==> src/rtl/cache_refill_ctrl.sv <==
// Refill / write-through controller behind a direct-mapped, one-word-per-line data cache.
// Load misses fetch from memory and return a fill. Stores always write through to memory.
module cache_refill_ctrl #(
    parameter int unsigned ADDR_WIDTH = 32,
    parameter int unsigned DATA_WIDTH = 32,
    parameter int unsigned CNT_WIDTH  = 16,
    parameter int unsigned TIMEOUT    = 64
) (
    input  logic                  clk,
    input  logic                  rst,
    input  logic                  req_valid_i,
    input  logic                  req_write_i,
    input  logic [ADDR_WIDTH-1:0] req_addr_i,
    input  logic [DATA_WIDTH-1:0] req_wdata_i,
    input  logic                  cache_hit_i,
    output logic                  stall_o,
    output logic                  mem_en_o,
    output logic                  mem_we_o,
    output logic [ADDR_WIDTH-1:0] mem_addr_o,
    output logic [DATA_WIDTH-1:0] mem_wdata_o,
    input  logic [DATA_WIDTH-1:0] mem_rdata_i,
    input  logic                  mem_ready_i,
    output logic                  fill_valid_o,
    output logic [ADDR_WIDTH-1:0] fill_addr_o,
    output logic [DATA_WIDTH-1:0] fill_data_o,
    output logic [CNT_WIDTH-1:0]  hit_cnt_o,
    output logic [CNT_WIDTH-1:0]  miss_cnt_o,
    output logic                  err_o
);

    localparam int unsigned TMO_WIDTH = $clog2(TIMEOUT);
    localparam logic [TMO_WIDTH-1:0] TMO_LAST = TMO_WIDTH'(TIMEOUT - 1);

    typedef enum logic [2:0] {
        S_IDLE,
        S_RD,
        S_WR,
        S_FILL,
        S_DONE
    } state_e;

    state_e                  state_q,     state_d;
    logic [ADDR_WIDTH-1:0]   addr_q,      addr_d;
    logic [DATA_WIDTH-1:0]   wdata_q,     wdata_d;
    logic [DATA_WIDTH-1:0]   fill_data_q, fill_data_d;
    logic                    st_hit_q,    st_hit_d;
    logic [TMO_WIDTH-1:0]    tmo_q,       tmo_d;
    logic                    err_q,       err_d;
    logic [CNT_WIDTH-1:0]    hit_cnt_q,   hit_cnt_d;
    logic [CNT_WIDTH-1:0]    miss_cnt_q,  miss_cnt_d;

    // Byte-offset bits are dropped: memory and the cache are word addressed.
    logic unused_byte_offset;
    assign unused_byte_offset = ^req_addr_i[1:0];

    always_ff @(posedge clk) begin
        if (rst) begin
            state_q     <= S_IDLE;
            addr_q      <= '0;
            wdata_q     <= '0;
            fill_data_q <= '0;
            st_hit_q    <= 1'b0;
            tmo_q       <= '0;
            err_q       <= 1'b0;
            hit_cnt_q   <= '0;
            miss_cnt_q  <= '0;
        end else begin
            state_q     <= state_d;
            addr_q      <= addr_d;
            wdata_q     <= wdata_d;
            fill_data_q <= fill_data_d;
            st_hit_q    <= st_hit_d;
            tmo_q       <= tmo_d;
            err_q       <= err_d;
            hit_cnt_q   <= hit_cnt_d;
            miss_cnt_q  <= miss_cnt_d;
        end
    end

    always_comb begin
        state_d     = state_q;
        addr_d      = addr_q;
        wdata_d     = wdata_q;
        fill_data_d = fill_data_q;
        st_hit_d    = st_hit_q;
        tmo_d       = tmo_q;
        err_d       = err_q;
        hit_cnt_d   = hit_cnt_q;
        miss_cnt_d  = miss_cnt_q;

        unique case (state_q)
            S_IDLE: begin
                tmo_d = '0;
                if (req_valid_i) begin
                    if (req_write_i) begin
                        // Store data doubles as the fill word when the store hits.
                        addr_d      = {req_addr_i[ADDR_WIDTH-1:2], 2'b00};
                        wdata_d     = req_wdata_i;
                        fill_data_d = req_wdata_i;
                        st_hit_d    = cache_hit_i;
                        state_d     = S_WR;
                    end else if (cache_hit_i) begin
                        if (hit_cnt_q != '1) begin
                            hit_cnt_d = hit_cnt_q + 1'b1;
                        end
                    end else begin
                        if (miss_cnt_q != '1) begin
                            miss_cnt_d = miss_cnt_q + 1'b1;
                        end
                        addr_d      = {req_addr_i[ADDR_WIDTH-1:2], 2'b00};
                        fill_data_d = '0;
                        state_d     = S_RD;
                    end
                end
            end
            S_RD: begin
                if (mem_ready_i) begin
                    fill_data_d = mem_rdata_i;
                    state_d     = S_FILL;
                end else if (tmo_q == TMO_LAST) begin
                    err_d   = 1'b1;
                    state_d = S_FILL;
                end else begin
                    tmo_d = tmo_q + 1'b1;
                end
            end
            S_WR: begin
                if (mem_ready_i) begin
                    state_d = st_hit_q ? S_FILL : S_DONE;
                end else if (tmo_q == TMO_LAST) begin
                    err_d   = 1'b1;
                    state_d = S_DONE;
                end else begin
                    tmo_d = tmo_q + 1'b1;
                end
            end
            S_FILL: state_d = S_DONE;
            S_DONE: state_d = S_IDLE;
            default: state_d = S_IDLE;
        endcase
    end

    always_comb begin
        stall_o      = 1'b0;
        mem_en_o     = 1'b0;
        mem_we_o     = 1'b0;
        fill_valid_o = 1'b0;
        unique case (state_q)
            S_IDLE: stall_o = req_valid_i & (req_write_i | ~cache_hit_i);
            S_RD: begin
                stall_o  = 1'b1;
                mem_en_o = 1'b1;
            end
            S_WR: begin
                stall_o  = 1'b1;
                mem_en_o = 1'b1;
                mem_we_o = 1'b1;
            end
            S_FILL: begin
                stall_o      = 1'b1;
                fill_valid_o = 1'b1;
            end
            S_DONE: stall_o = 1'b0;
            default: stall_o = 1'b0;
        endcase
    end

    assign mem_addr_o  = addr_q;
    assign mem_wdata_o = wdata_q;
    assign fill_addr_o = addr_q;
    assign fill_data_o = fill_data_q;
    assign hit_cnt_o   = hit_cnt_q;
    assign miss_cnt_o  = miss_cnt_q;
    assign err_o       = err_q;

endmodule
==> config.mk <==
export PLATFORM = sky130hd
export DESIGN_NAME = cache_refill_ctrl
export DESIGN_NICKNAME = d
export VERILOG_FILES = /design/src/rtl/cache_refill_ctrl.sv
export SDC_FILE = /design/constraint.sdc
export NUM_CORES = 1
export LEC_CHECK = 0
export CAP_MARGIN = 20
export CORE_ASPECT_RATIO = 0.7
export CORE_MARGIN = 2
export CORE_UTILIZATION = 38
export DETAILED_ROUTE_END_ITERATION = 10
export PLACE_DENSITY = 0.85
export SLEW_MARGIN = 20
export SYNTH_ARGS = -nofsm -noshare
export SYNTH_HDL_FRONTEND = slang
export SYNTH_SLANG_ARGS = --single-unit
==> constraint.sdc <==
create_clock -name clk -period 1.81 [get_ports clk]
set_input_delay 0.2715 -clock clk [delete_from_list [all_inputs] [get_ports clk]]
set_output_delay 0.2715 -clock clk [all_outputs]
set_load 0.005 [all_outputs]
==> results_dict.tcl <==
set metrics [dict create \
    cts_num_sinks 137 \
    finalSetupViolCount 0 \
    fp.coreArea_um2 15500 \
    max_stage_delay_ps 420 \
    gp_congestion 0.915 \
    hold_depth 3 \
    ys_ff_latch 137 \
    numCtsBuffers 17 \
    fin_crit_ps 1760 \
    dp_slack_ps -329 \
    fp.dieH_um 109 \
    vias 6289 \
    grt-busiest-layer "met2" \
    skew_ps 10.8 \
    dieArea_um2 16800 \
    grt_pass1_wl_um 30300 \
    worst_slack_ps 45.1 \
    placementRows 38 \
    crit_fanout 5 \
    critPathArrivalTime_ps 2060 \
    synth-edff-count 0 \
    gr-usage-met2_pct 37.3 \
    max_cap_viol_count 0 \
    nets 1110 \
    htreeDepth 4 \
    tightest_slew_ps 605 \
    async_flop_share_pct 0 \
    min_to "state_q[0]$_SDFFE_PP0P_" \
    hold_slack_ps 287 \
    cts_tree "done" \
    die_w_um 154 \
    r2r_cells 6 \
    antenna_found_initial 0 \
    p_leak_uw 0.00350 \
    finalHoldViolations 0 \
    fmax_ghz 0.567 \
    grt_max_degree 52 \
    post-dp-hpwl_um 13900 \
    cts_hold_buf 0 \
    yosysWarnings 0 \
    criticalPathCategory "reg -> reg" \
    start_util_pct 38.7 \
    cp_top_family "simple AND/OR/NAND/NOR gates" \
    setup_tns_ps 0 \
    cts-root-buf "clkbuf_16" \
    ys.flop_type "dfxtp_1" \
    rsz0062_at_grt "yes" \
    endpoint_kind "flop" \
    grt_pass1_vias 6041 \
    clockBufferDepth 2 \
    r2r_setup_slack_ps 50 \
    grtUsageTotal_pct 22.7 \
    worstPathRequired_ps 2100 \
    viasPerCell 5.18 \
    crit_chain "or3_4, buf_6, nor4_4, nand2_1, buf_4, o41ai_1" \
    ir_drop_uv 606 \
    area_delta_synth_final_pct 61.7 \
    cp_slowest_cell "or3_4" \
    avgRoutedWirePerCell_um 16.1 \
    clk_pin_slew_ps 60 \
    place_inst 1182 \
    min_path_type "in -> reg" \
    period_share_pct 97.5 \
    grt-ovfl-total 0 \
    timing.rr.start "state_q[0]$_SDFFE_PP0P_" \
    hp-start "req_write_i" \
    path_buf_inv 2 \
    portBuffers 260 \
    antennaDiodeCount 0 \
    max-slew-margin-rel_pct 59.6 \
    worstReg2RegEnd "hit_cnt_o[15]$_SDFFE_PP0P_" \
    io_pins 267 \
    clkLatencyLatePin_ps 400 \
    cp-start-kind "flop" \
    grt_util_met1_pct 27.7 \
    yosysUniqueCellTypes 48 \
    drt_iter0_markers 408 \
    drc 0 \
    syn-instance-count 746 \
    status "finished clean" \
    final_max_slew_viol_count 0 \
    synth-seq-area-share_pct 45.9 \
    gr-usage-met3_pct 8.31 \
    drive_gt1_share_pct 11.9 \
    fin_cells 1215 \
    mappedNetlistArea_um2 5970 \
    totalWireLength_um 19500 \
    firstDrtPassIters 5 \
    power_density_nw_per_um2 995 \
    final_antenna_net_count 0 \
    syn_area_per_cell_um2 8.01 \
]
## synthesized netlist by cell type, types with 2 or more instances
master	instances	share of area (%)
xor2_1	7	1.0
o211ai_1	2	0.25
or2_2	2	0.21
inv_1	4	0.25
a41oi_1	2	0.29
dfxtp_1	137	46
nor2b_1	5	0.52
nand3b_1	3	0.38
and4_1	6	0.88
buf_2	4	0.34
a311oi_1	33	4.8
buf_6	2	0.38
nand3_1	47	3.9
or3_1	5	0.52
nor2_1	71	4.5
clkbuf_1	44	2.8
a21oi_1	77	6.5
nand2_1	177	11
nor3_4	2	0.54
nor3_1	7	0.59
xnor2_1	18	2.6
buf_4	34	4.3
nand4_1	9	0.94
nor3b_1	3	0.38
o21ai_0	8	0.67
and2_1	2	0.21
and3_1	8	0.84
nor4_1	5	0.52
ha_1	3	0.63
## layout make-up
| cell class | count | area [um^2] |
|---|---|---|
| repair buffers | 321 | 3160 |
| flip-flops and latches | 137 | 2750 |
| well taps | 200 | 250 |
| multi-input cells | 524 | 2860 |
| clock buffers | 17 | 425 |
| fillers | 1291 | 5790 |
| inverters | 4 | 15.0 |
| clock inverters | 12 | 203 |
## per-stage QoR
step | power, uW | cell area [um^2] | utilization (%)
2_1_floorplan | 4520 | 5990 | -
3_3_place_gp | 5790 | 8890 | 57.5
3_5_place_dp | 5830 | 8890 | 57.5
4_1_cts | 9630 | 9540 | 61.7
5_1_grt | 10100 | 9660 | 62.5
6_report | 9610 | 9660 | 62.5
## worst max-delay path by stage
stage,from,endpoint,slack [ps],cells after the start
6_report,state_q[0]$_SDFFE_PP0P_,hit_cnt_o[15]$_SDFFE_PP0P_,50,6
5_1_grt,miss_cnt_o[0]$_SDFFE_PP0P_,miss_cnt_o[12]$_SDFFE_PP0P_,-10,6
3_3_place_gp,req_valid_i,miss_cnt_o[4]$_SDFFE_PP0P_,-190,7
4_1_cts,state_q[1]$_SDFFE_PP0P_,hit_cnt_o[14]$_SDFFE_PP0P_,2,5
2_1_floorplan,tmo_q[0]$_SDFFE_PP0P_,tmo_q[2]$_SDFFE_PP0P_,40,6
3_5_place_dp,cache_hit_i,hit_cnt_o[14]$_SDFFE_PP0P_,-330,6
## where the power goes
part,internal [uW],total [uW],switching [uW],leakage [uW]
clock network,2430,3740,1320,0.000305
registers,3300,3480,175,0.00112
logic,1290,2390,1090,0.00207
## flip-flops by register name, summed over array words and instances, names as in the netlist
signal	flops
err_o	1
fill_addr_o	30
mem_wdata_o	32
st_hit_q	1
tmo_q	6
miss_cnt_o	16
state_q	3
fill_data_o	32
hit_cnt_o	16
## per-layer routing
metal  share of wire [%]  routed length, um
met5                   0                  0
met1                  43               8310
met4                 2.0                383
met2                  46               8910
met3                 9.9               1930
## worst min-delay path, stage by stage
cell	delay, ps
buf_2	140
a21oi_1	70
and3_1	170
## placed cells by master (no fill, tap or decap), drive strengths merged, types with 4 or more instances in the layout
| master | Yosys | final |
|---|---|---|
| nor3 | 9 | 9 |
| nor2b | 5 | 5 |
| xnor2 | 18 | 18 |
| a311oi | 33 | 33 |
| dfxtp | 137 | 137 |
| clkdlybuf4s50 | 0 | 254 |
| o21ai | 8 | 8 |
| conb | 1 | 4 |
| inv | 4 | 4 |
| and3 | 8 | 8 |
| nor4 | 7 | 7 |
| nand3 | 47 | 47 |
| clkinv | 0 | 6 |
| clkbuf | 44 | 19 |
| and4 | 6 | 6 |
| xor2 | 7 | 7 |
| nand4 | 9 | 9 |
| buf | 40 | 62 |
| bufinv | 0 | 5 |
| a21oi | 77 | 77 |
| nand2 | 177 | 177 |
| nor2 | 71 | 71 |
| nor3b | 4 | 4 |
| or3 | 6 | 6 |
## cell families (layout without fill, tap and decap cells)
kind of cell	after synthesis	after routing	share of synthesized area (%)
buf+inv	88	354	8.00
compound gates	130	130	13.8
fa+ha+maj	3	3	0.628
xor+xnor	25	25	3.66
other cells	1	4	0.0628
mux	1	1	0.188
simple gates	361	361	27.8
flops	137	137	45.9
## timing repair
item	4_1_cts	5_1_grt
setup endpoints to repair	10	27
buffers inserted	0	3
pin swaps	0	4
gates cloned	0	1
gates resized for setup	12	22
No activity file was read; power rests on OpenSTA's default activity.
